### config.mk
export PLATFORM = sky130hd
export DESIGN_NAME = stream_mux2_arb
export DESIGN_NICKNAME = d
export VERILOG_FILES = /design/src/rtl/stream_mux_pkg.sv /design/src/rtl/rr_arb2.sv /design/src/rtl/stream_mux2_arb.sv
export SDC_FILE = /design/constraint.sdc
export NUM_CORES = 1
export LEC_CHECK = 0
export ABC_AREA = 1
export BUFFER_PORTS_ARGS = -buffer_cell sky130_fd_sc_hd__buf_2
export CORE_ASPECT_RATIO = 1.25
export CORE_UTILIZATION = 30
export DETAILED_ROUTE_END_ITERATION = 8
export GPL_ROUTABILITY_DRIVEN = 1
export MAX_ROUTING_LAYER = met4
export PLACE_DENSITY = 0.6
export SYNTH_ARGS = -nofsm -noshare
export SYNTH_HDL_FRONTEND = slang
export SYNTH_SLANG_ARGS = --single-unit
### constraint.sdc
create_clock -name clk -period 2.2 [get_ports clk]
set_input_delay 0.33 -clock clk [delete_from_list [all_inputs] [get_ports clk]]
set_output_delay 0.33 -clock clk [all_outputs]
set_load 0.01 [all_outputs]
### src/rtl/stream_mux_pkg.sv
// Shared types and sizing helpers for the two-source stream mux/arbiter.
package stream_mux_pkg;

    localparam int DEF_DATA_W = 8;
    localparam int STAT_W     = 16;

    typedef enum logic {
        SRC0 = 1'b0,
        SRC1 = 1'b1
    } src_t;

    // Burst counter must represent 0..max_burst inclusive.
    function automatic int burst_cnt_w(input int max_burst);
        return $clog2(max_burst + 1);
    endfunction

endpackage

### src/rtl/rr_arb2.sv
// Two-requester round-robin arbiter with bounded bursts; holds the last grant and run length.
module rr_arb2
    import stream_mux_pkg::*;
#(
    parameter int MAX_BURST = 4
) (
    input  logic clk,
    input  logic rst,
    input  logic req0,
    input  logic req1,
    input  logic accept,
    output logic sel
);

    localparam int               CNT_W   = burst_cnt_w(MAX_BURST);
    localparam logic [CNT_W-1:0] CNT_MAX = CNT_W'(MAX_BURST);

    src_t             last;
    src_t             grant;
    logic [CNT_W-1:0] cnt;

    // Contention keeps the current owner until its run reaches the burst limit.
    always_comb begin
        grant = last;
        if (req0 && !req1) begin
            grant = SRC0;
        end else if (req1 && !req0) begin
            grant = SRC1;
        end else if (req0 && req1) begin
            grant = (cnt < CNT_MAX) ? last : src_t'(~last);
        end
    end

    assign sel = grant;

    // Reset as "source 1 has just finished a full burst" so source 0 wins first.
    always_ff @(posedge clk) begin
        if (rst) begin
            last <= SRC1;
            cnt  <= CNT_MAX;
        end else if (accept) begin
            last <= grant;
            if (grant == last) begin
                cnt <= (cnt == CNT_MAX) ? CNT_MAX : cnt + CNT_W'(1);
            end else begin
                cnt <= CNT_W'(1);
            end
        end
    end

endmodule

### src/rtl/stream_mux2_arb.sv
// 2:1 valid/ready stream mux with round-robin burst arbitration and a registered output.
// Optional per-source accept counters (stat0/stat1) when STREAM_MUX_STATS_EN is defined.
module stream_mux2_arb
    import stream_mux_pkg::*;
#(
    parameter int DATA_W    = DEF_DATA_W,
    parameter int MAX_BURST = 4
) (
    input  logic              clk,
    input  logic              rst,
    input  logic [DATA_W-1:0] in0_data,
    input  logic              in0_valid,
    output logic              in0_ready,
    input  logic [DATA_W-1:0] in1_data,
    input  logic              in1_valid,
    output logic              in1_ready,
    output logic              sel,
    output logic [DATA_W-1:0] out_data,
    output logic              out_valid,
    input  logic              out_ready
`ifdef STREAM_MUX_STATS_EN
    ,
    output logic [STAT_W-1:0] stat0,
    output logic [STAT_W-1:0] stat1
`endif
);

    logic free;
    logic accept;

    assign free = !out_valid || out_ready;

    rr_arb2 #(
        .MAX_BURST(MAX_BURST)
    ) u_arb (
        .clk   (clk),
        .rst   (rst),
        .req0  (in0_valid),
        .req1  (in1_valid),
        .accept(accept),
        .sel   (sel)
    );

    assign accept    = free && (sel ? in1_valid : in0_valid);
    assign in0_ready = free && !sel;
    assign in1_ready = free && sel;

    // Output slot: load on accept, empty when drained with nothing new behind it.
    always_ff @(posedge clk) begin
        if (rst) begin
            out_data  <= '0;
            out_valid <= 1'b0;
        end else if (accept) begin
            out_data  <= sel ? in1_data : in0_data;
            out_valid <= 1'b1;
        end else if (out_ready) begin
            out_valid <= 1'b0;
        end
    end

`ifdef STREAM_MUX_STATS_EN
    always_ff @(posedge clk) begin
        if (rst) begin
            stat0 <= '0;
            stat1 <= '0;
        end else if (accept) begin
            if (!sel && (stat0 != '1)) begin
                stat0 <= stat0 + STAT_W'(1);
            end
            if (sel && (stat1 != '1)) begin
                stat1 <= stat1 + STAT_W'(1);
            end
        end
    end
`endif

endmodule

==> results of run 1 <==
## cell usage after synthesis, types with 2 or more instances
library cell  number  area share (%)
ha_1               2             3.3
o21ai_1            2             1.3
a21oi_1            4             2.7
dfxtp_1           13              35
nor2_1            23              12
inv_2              2             1.0
nand2_1           19             9.5
inv_1             14             7.0
buf_6              2             3.0
nand3_1           26              17
nand2_2            2             1.7
## placed cells by master (no fill, tap or decap)
cell type / Yosys / final
o21ai_0: 1 / 1
dfxtp_1: 13 / 13
nor2_1: 23 / 23
o211ai_1: 1 / 1
nand2_1: 19 / 19
clkbuf_4: 0 / 3
inv_2: 2 / 2
nand3_1: 26 / 26
nand3_2: 1 / 1
clkbuf_1: 0 / 1
o21ai_1: 2 / 2
ha_1: 2 / 2
nor2_2: 1 / 1
nand2_2: 2 / 2
a21oi_1: 4 / 4
inv_1: 14 / 14
buf_2: 0 / 32
nor2_4: 1 / 1
## state kept, by name, indices dropped and copies added (netlist names)
signal / cells
out_data: 8
out_valid: 1
u_arb.last: 1
u_arb.cnt: 3
## routing by layer
metal,GRT usage (%),wire (um),up-vias
li1,-,-,430
met1,20.5,835,381
met2,25.4,928,31
met3,1.87,76,5
met4,7.35,41,0
met5,-,0,-
## power groups by stage
stage / registers (W) / logic, W / clock network, W
5_1_grt: 0.000284 / 0.000230 / 0.000161
3_3_place_gp: 0.000285 / 0.000197 / 0
6_report: 0.000281 / 0.000202 / 0.000151
2_1_floorplan: 0.000293 / 0.000131 / 0
4_1_cts: 0.000281 / 0.000204 / 0.000156
3_5_place_dp: 0.000286 / 0.000203 / 0
## through the flow
stage	util [%]	hold slack, ns
after floorplan	-	0.493
after global placement	40.1	0.511
after detailed placement	40.1	0.524
after CTS	41.2	0.365
after global routing	41.2	0.379
final	41.2	0.360
## cell type report
class	instances	share of cell area, %
Multi-Input combinational cell	83	42.0
Sequential cell	13	27.7
Timing Repair Buffer	32	17.0
Inverter	16	6.38
Clock buffer	4	2.79
Tap cell	31	4.12
## how the worst max path moves through the flow
stage | cells after the start | start | to
after detailed placement | 6 | in0_valid | in0_ready
after global placement | 6 | in0_valid | in0_ready
after floorplan | 6 | u_arb.cnt[2] | in0_ready
after global routing | 6 | u_arb.cnt[2] | in0_ready
final | 6 | u_arb.cnt[2] | in0_ready
after CTS | 6 | u_arb.cnt[2] | in0_ready
## critical path: stages, from the launching register on
cell	delay, ns
dfxtp_1	0.39
inv_2	0.06
nand2_1	0.07
nand3_1	0.32
nand2_2	0.21
nor2_1	0.05
buf_2	0.14
## logic make-up after synthesis
logic type | count (synthesis)
simple gates | 73
buf+inv | 20
flops | 13
compound gates | 8
fa+ha+maj | 2
==> results.yml, run 1 <==
timing:
  setup_tns_ns: 0
  worst_pin_slew_ns: 0.504
  fmax_mhz: 541
  finalSetupViolCount: 0
  slew_headroom_pct: 66.3
  post-route-period-util_pct: 84.1
  hold_viol: 0
  rsz0062_at_grt: "no"
  setup_ws_ns: 0.350
  fin_skew_ns: 0.000920
  post-route-min-period_ns: 1.85
  slew_viol_final: 0
synth:
  synth-xor-area-share_pct: 0
  synthArstFlopShare_pct: 0
  syn_area_sq_um: 749
  ys_ff_latch: 13
  synth_compound_area_share_pct: 5.68
  post_synth_inst_count: 116
  avgSynthCellArea_sq_um: 6.46
  synth_cell_types: 18
  muxShareOfSynthArea_pct: 0
  synth_flop_cell: "dfxtp_1"
  synth_edf_count: 0
  synth_adder_area_share_pct: 3.34
  syn_nets: 139
  synth-simple-area-share_pct: 43.7
  synth_top_family_by_area: "simple AND/OR/NAND/NOR gates"
  ys.warnings.count: 0
  ys_seq_area_share_pct: 34.7
routing:
  drc: 0
  num_vias: 847
  vias_per_cell: 4.73
  post_drt_wl_per_cell_um: 10.5
  firstDrtPassIters: 4
  wl_um: 1880
  ant_nets: 0
  drtIter0Drc: 11
placement:
  hpwlAfterDp_um: 1450
  dp_slack_ns: 0.609
  dp_cells: 175
  gp_congestion: 0.733
  port_buffers: 32
  dpl_cell_area_sq_um: 915
critical_path:
  cp-start-kind: "flip-flop"
  path_class: "flip-flop to primary output"
  cp_max_fo: 11
  r2r-start: "u_arb.cnt[2]"
  arrival_ns: 1.52
  regToRegEndpoint: "out_data[4]"
  crit_path_end_kind: "primary output"
  r2r_setup_slack_ns: 0.85
  worstPathRequired_ns: 1.87
  rr_worst_depth: 7
power:
  power_switching_w: 0.000220
  peakVddDrop_mv: 0.324
  clock_power_share_pct: 23.8
  power.density_nw_per_um2: 674
  internal_power_w: 0.000414
  seqPwrFrac_pct: 44.3
  p_leak_nw: 0.551
  p_comb_share_pct: 31.9
  p_sw_share_pct: 34.7
  total_power_w: 0.000634
clocking:
  tritoncts: "built"
  path_clk_slew_ns: 0.08
  post_cts_buffers: 0
  root_buffer: "clkbuf_4"
  hold_buffers: 0
  cts_resized: 0
  clock_sinks: 13
  cts.htree.levels: 1
  cts_buffers: 3
  insertion_delay_ns: 0.28
  clock_path_buffers: 2
layout:
  design_area_sq_um: 941
  num_antenna_cells: 0
  seq_area_sq_um: 260
  multi_input_area_sq_um: 395
  fill_cells: 260
  fin_cells: 179
  layout-drive-gt1-share_pct: 28.4
  fin_nets: 172
  area_growth_pct: 25.5
run_status:
  status: "finished clean"
min_path:
  min_from: "in1_data[1]"
  hold_class: "input pin to flip-flop"
  holdPathEnd: "out_data[1]"
  whs_path_depth: 5
global_routing:
  grt_start_max_net_pins: 24
  antenna_found_initial: 0
  overflow: 0
  grt_use_total_pct: 16.2
  grt_pass1_vias: 758
  grt_pass1_wl_um: 3140
die:
  die-area_sq_um: 2700
  placementRows: 19
  start_util_pct: 32.8
  core_area_sq_um: 2280
  die_w_um: 46.7
  die_y_um: 57.9
  io_pins: 33
job:
  cap_violations: 0
(Power assumes the default switching activity.)
==> run 2: changes to the inputs <==
PLACE_DENSITY = 0.62   (was 0.6)
clock period = 1.6 ns   (was 2.2 ns; I/O delays follow)
==> results.yml, run 2 (synthesis results as in run 1) <==
layout:
  largest_reg_flops: 8
  final_cell_mix: "buf_2, nand3_1, nor2_1"
  final_util_pct: 44.3
  num_antenna_cells: 0
  design_area_sq_um: 1010
  fin_nets: 179
  layout-drive-gt1-share_pct: 34.2
  largest_register: "out_data"
  final_common_cell: "buf_2"
  area_growth_pct: 34.9
  reg_top3: "out_data: 8 flops, u_arb.cnt: 3 flops"
global_routing:
  antenna_found_initial: 0
  overflow: 0
  use_met1_pct: 21.4
  grt_pass1_wl_um: 3450
  grt_use_total_pct: 17.6
  use_met2_pct: 28.6
  grt_use_met3_pct: 1.87
  grt_start_max_net_pins: 13
  grt.busiest_layer: "met2"
  grt_pass1_vias: 824
critical_path:
  worstPathRequired_ns: 1.36
  crit_path_max_incr_delay_ns: 0.35
  crit_path_top_delay_cell: "dfxtp_2"
  arrival_ns: 1.26
  cp_max_fo: 7
  crit_path_end_kind: "primary output"
  path_cells: "inv_2 > nand2_1 > nand2_2 > nand2_4 > nand2_2 > nor2_1 > buf_2"
  cpMostUsedCell: "nand2_2"
  critPathTopFamily: "simple AND/OR/NAND/NOR gates"
  path_buf_inv: 2
  cp-start-kind: "flip-flop"
  path_class: "flip-flop to primary output"
routing:
  post_drt_wl_per_cell_um: 10.5
  vias_per_cell: 4.56
  wl_um: 1950
  num_vias: 848
  drtIter0Drc: 12
  ant_nets: 0
  drc: 0
  firstDrtPassIters: 4
clocking:
  clock_path_buffers: 2
  cts_buffers: 3
  insertion_delay_ns: 0.28
  cts.htree.levels: 1
  root_buffer: "clkbuf_4"
  path_clk_slew_ns: 0.08
  tritoncts: "built"
  clock_sinks: 13
  hold_buffers: 0
power:
  power_switching_w: 0.000312
  seqPwrFrac_pct: 42.8
  power.density_nw_per_um2: 897
  internal_power_w: 0.000595
  p_leak_nw: 0.587
  p_comb_share_pct: 34.5
  total_power_w: 0.000906
  p_sw_share_pct: 34.4
  peakVddDrop_mv: 0.499
  clock_power_share_pct: 22.8
timing:
  hold_viol: 0
  fmax_mhz: 666
  slew_headroom_pct: 81.1
  hold_slack_ns: 0.274
  fin_skew_ns: 0.00380
  post-route-min-period_ns: 1.50
  setup_ws_ns: 0.0977
  rsz0062_at_grt: "yes"
  slew_viol_final: 0
  worst_pin_slew_ns: 0.282
  finalSetupViolCount: 0
  post-route-period-util_pct: 93.9
die:
  placementRows: 19
  die_y_um: 57.9
  start_util_pct: 32.8
  io_pins: 33
  die_w_um: 46.7
  core_area_sq_um: 2280
  die-area_sq_um: 2700
placement:
  port_buffers: 32
  dpl_cell_area_sq_um: 937
  hpwlAfterDp_um: 1460
  dp_slack_ns: 0.314
  gp_congestion: 0.761
run_status:
  status: "finished clean"
job:
  cap_violations: 0
min_path:
  hold_class: "input pin to flip-flop"
==> run 2: changes by cell type in the layout (fill, tap and decap cells not counted) <==
cell / delta
dfxtp_1: -1
buf_4: +7
nand3_2: +1
dfxtp_2: +1
nand2_4: +1
a21oi_1: -1
a21oi_2: +1
nand2_1: -1
nand3_1: -1
==> run 2: path summary, 6_finish.rpt <==
check	start	to	slack, ns	depth (start not counted)
max reg2reg	u_arb.cnt[2]	out_data[3]	0.34	10
min	rst	out_valid	0.27	2
min reg2reg	u_arb.cnt[2]	u_arb.cnt[2]	0.51	2
max	u_arb.cnt[2]	in0_ready	0.1	7
==> run 2: area by class of cell <==
type                       instances  area [sq um]
fill                             263          1270
multi-input combinational         83           412
sequential                        13           262
timing repair buffer              39           213
inverter                          16          60.1
tap                               31          38.8
clock buffer                       4          26.3
==> run 2: stage by stage <==
step	cells	setup TNS [ns]
floorplan	116	0
global placement	178	0
detailed placement	178	0
CTS	182	0
global route	186	-0.0103
finish	186	0
==> run 2: what timing repair did <==
item                       4_1_cts  5_1_grt
setup endpoints to repair        1        3
hold endpoints to repair         0        0
gates resized for setup          1        4
buffers inserted                 0        4
pin swaps                        0        1
==> run 2: power by group through the flow <==
| stage | clock network [W] | registers [W] | logic, W |
|---|---|---|---|
| 6_report | 0.000206 | 0.000388 | 0.000312 |
| 5_1_grt | 0.000224 | 0.000395 | 0.000358 |
| 4_1_cts | 0.000215 | 0.000387 | 0.000291 |
| 3_5_place_dp | 0 | 0.000393 | 0.000287 |
| 3_3_place_gp | 0 | 0.000391 | 0.000281 |
| 2_1_floorplan | 0 | 0.000403 | 0.000181 |
==> run 2: metal layers <==
metal	routed length [um]	vias to the layer above
met2	1010	25
met3	62	6
li1	-	444
met1	839	373
met4	34	0
met5	0	-
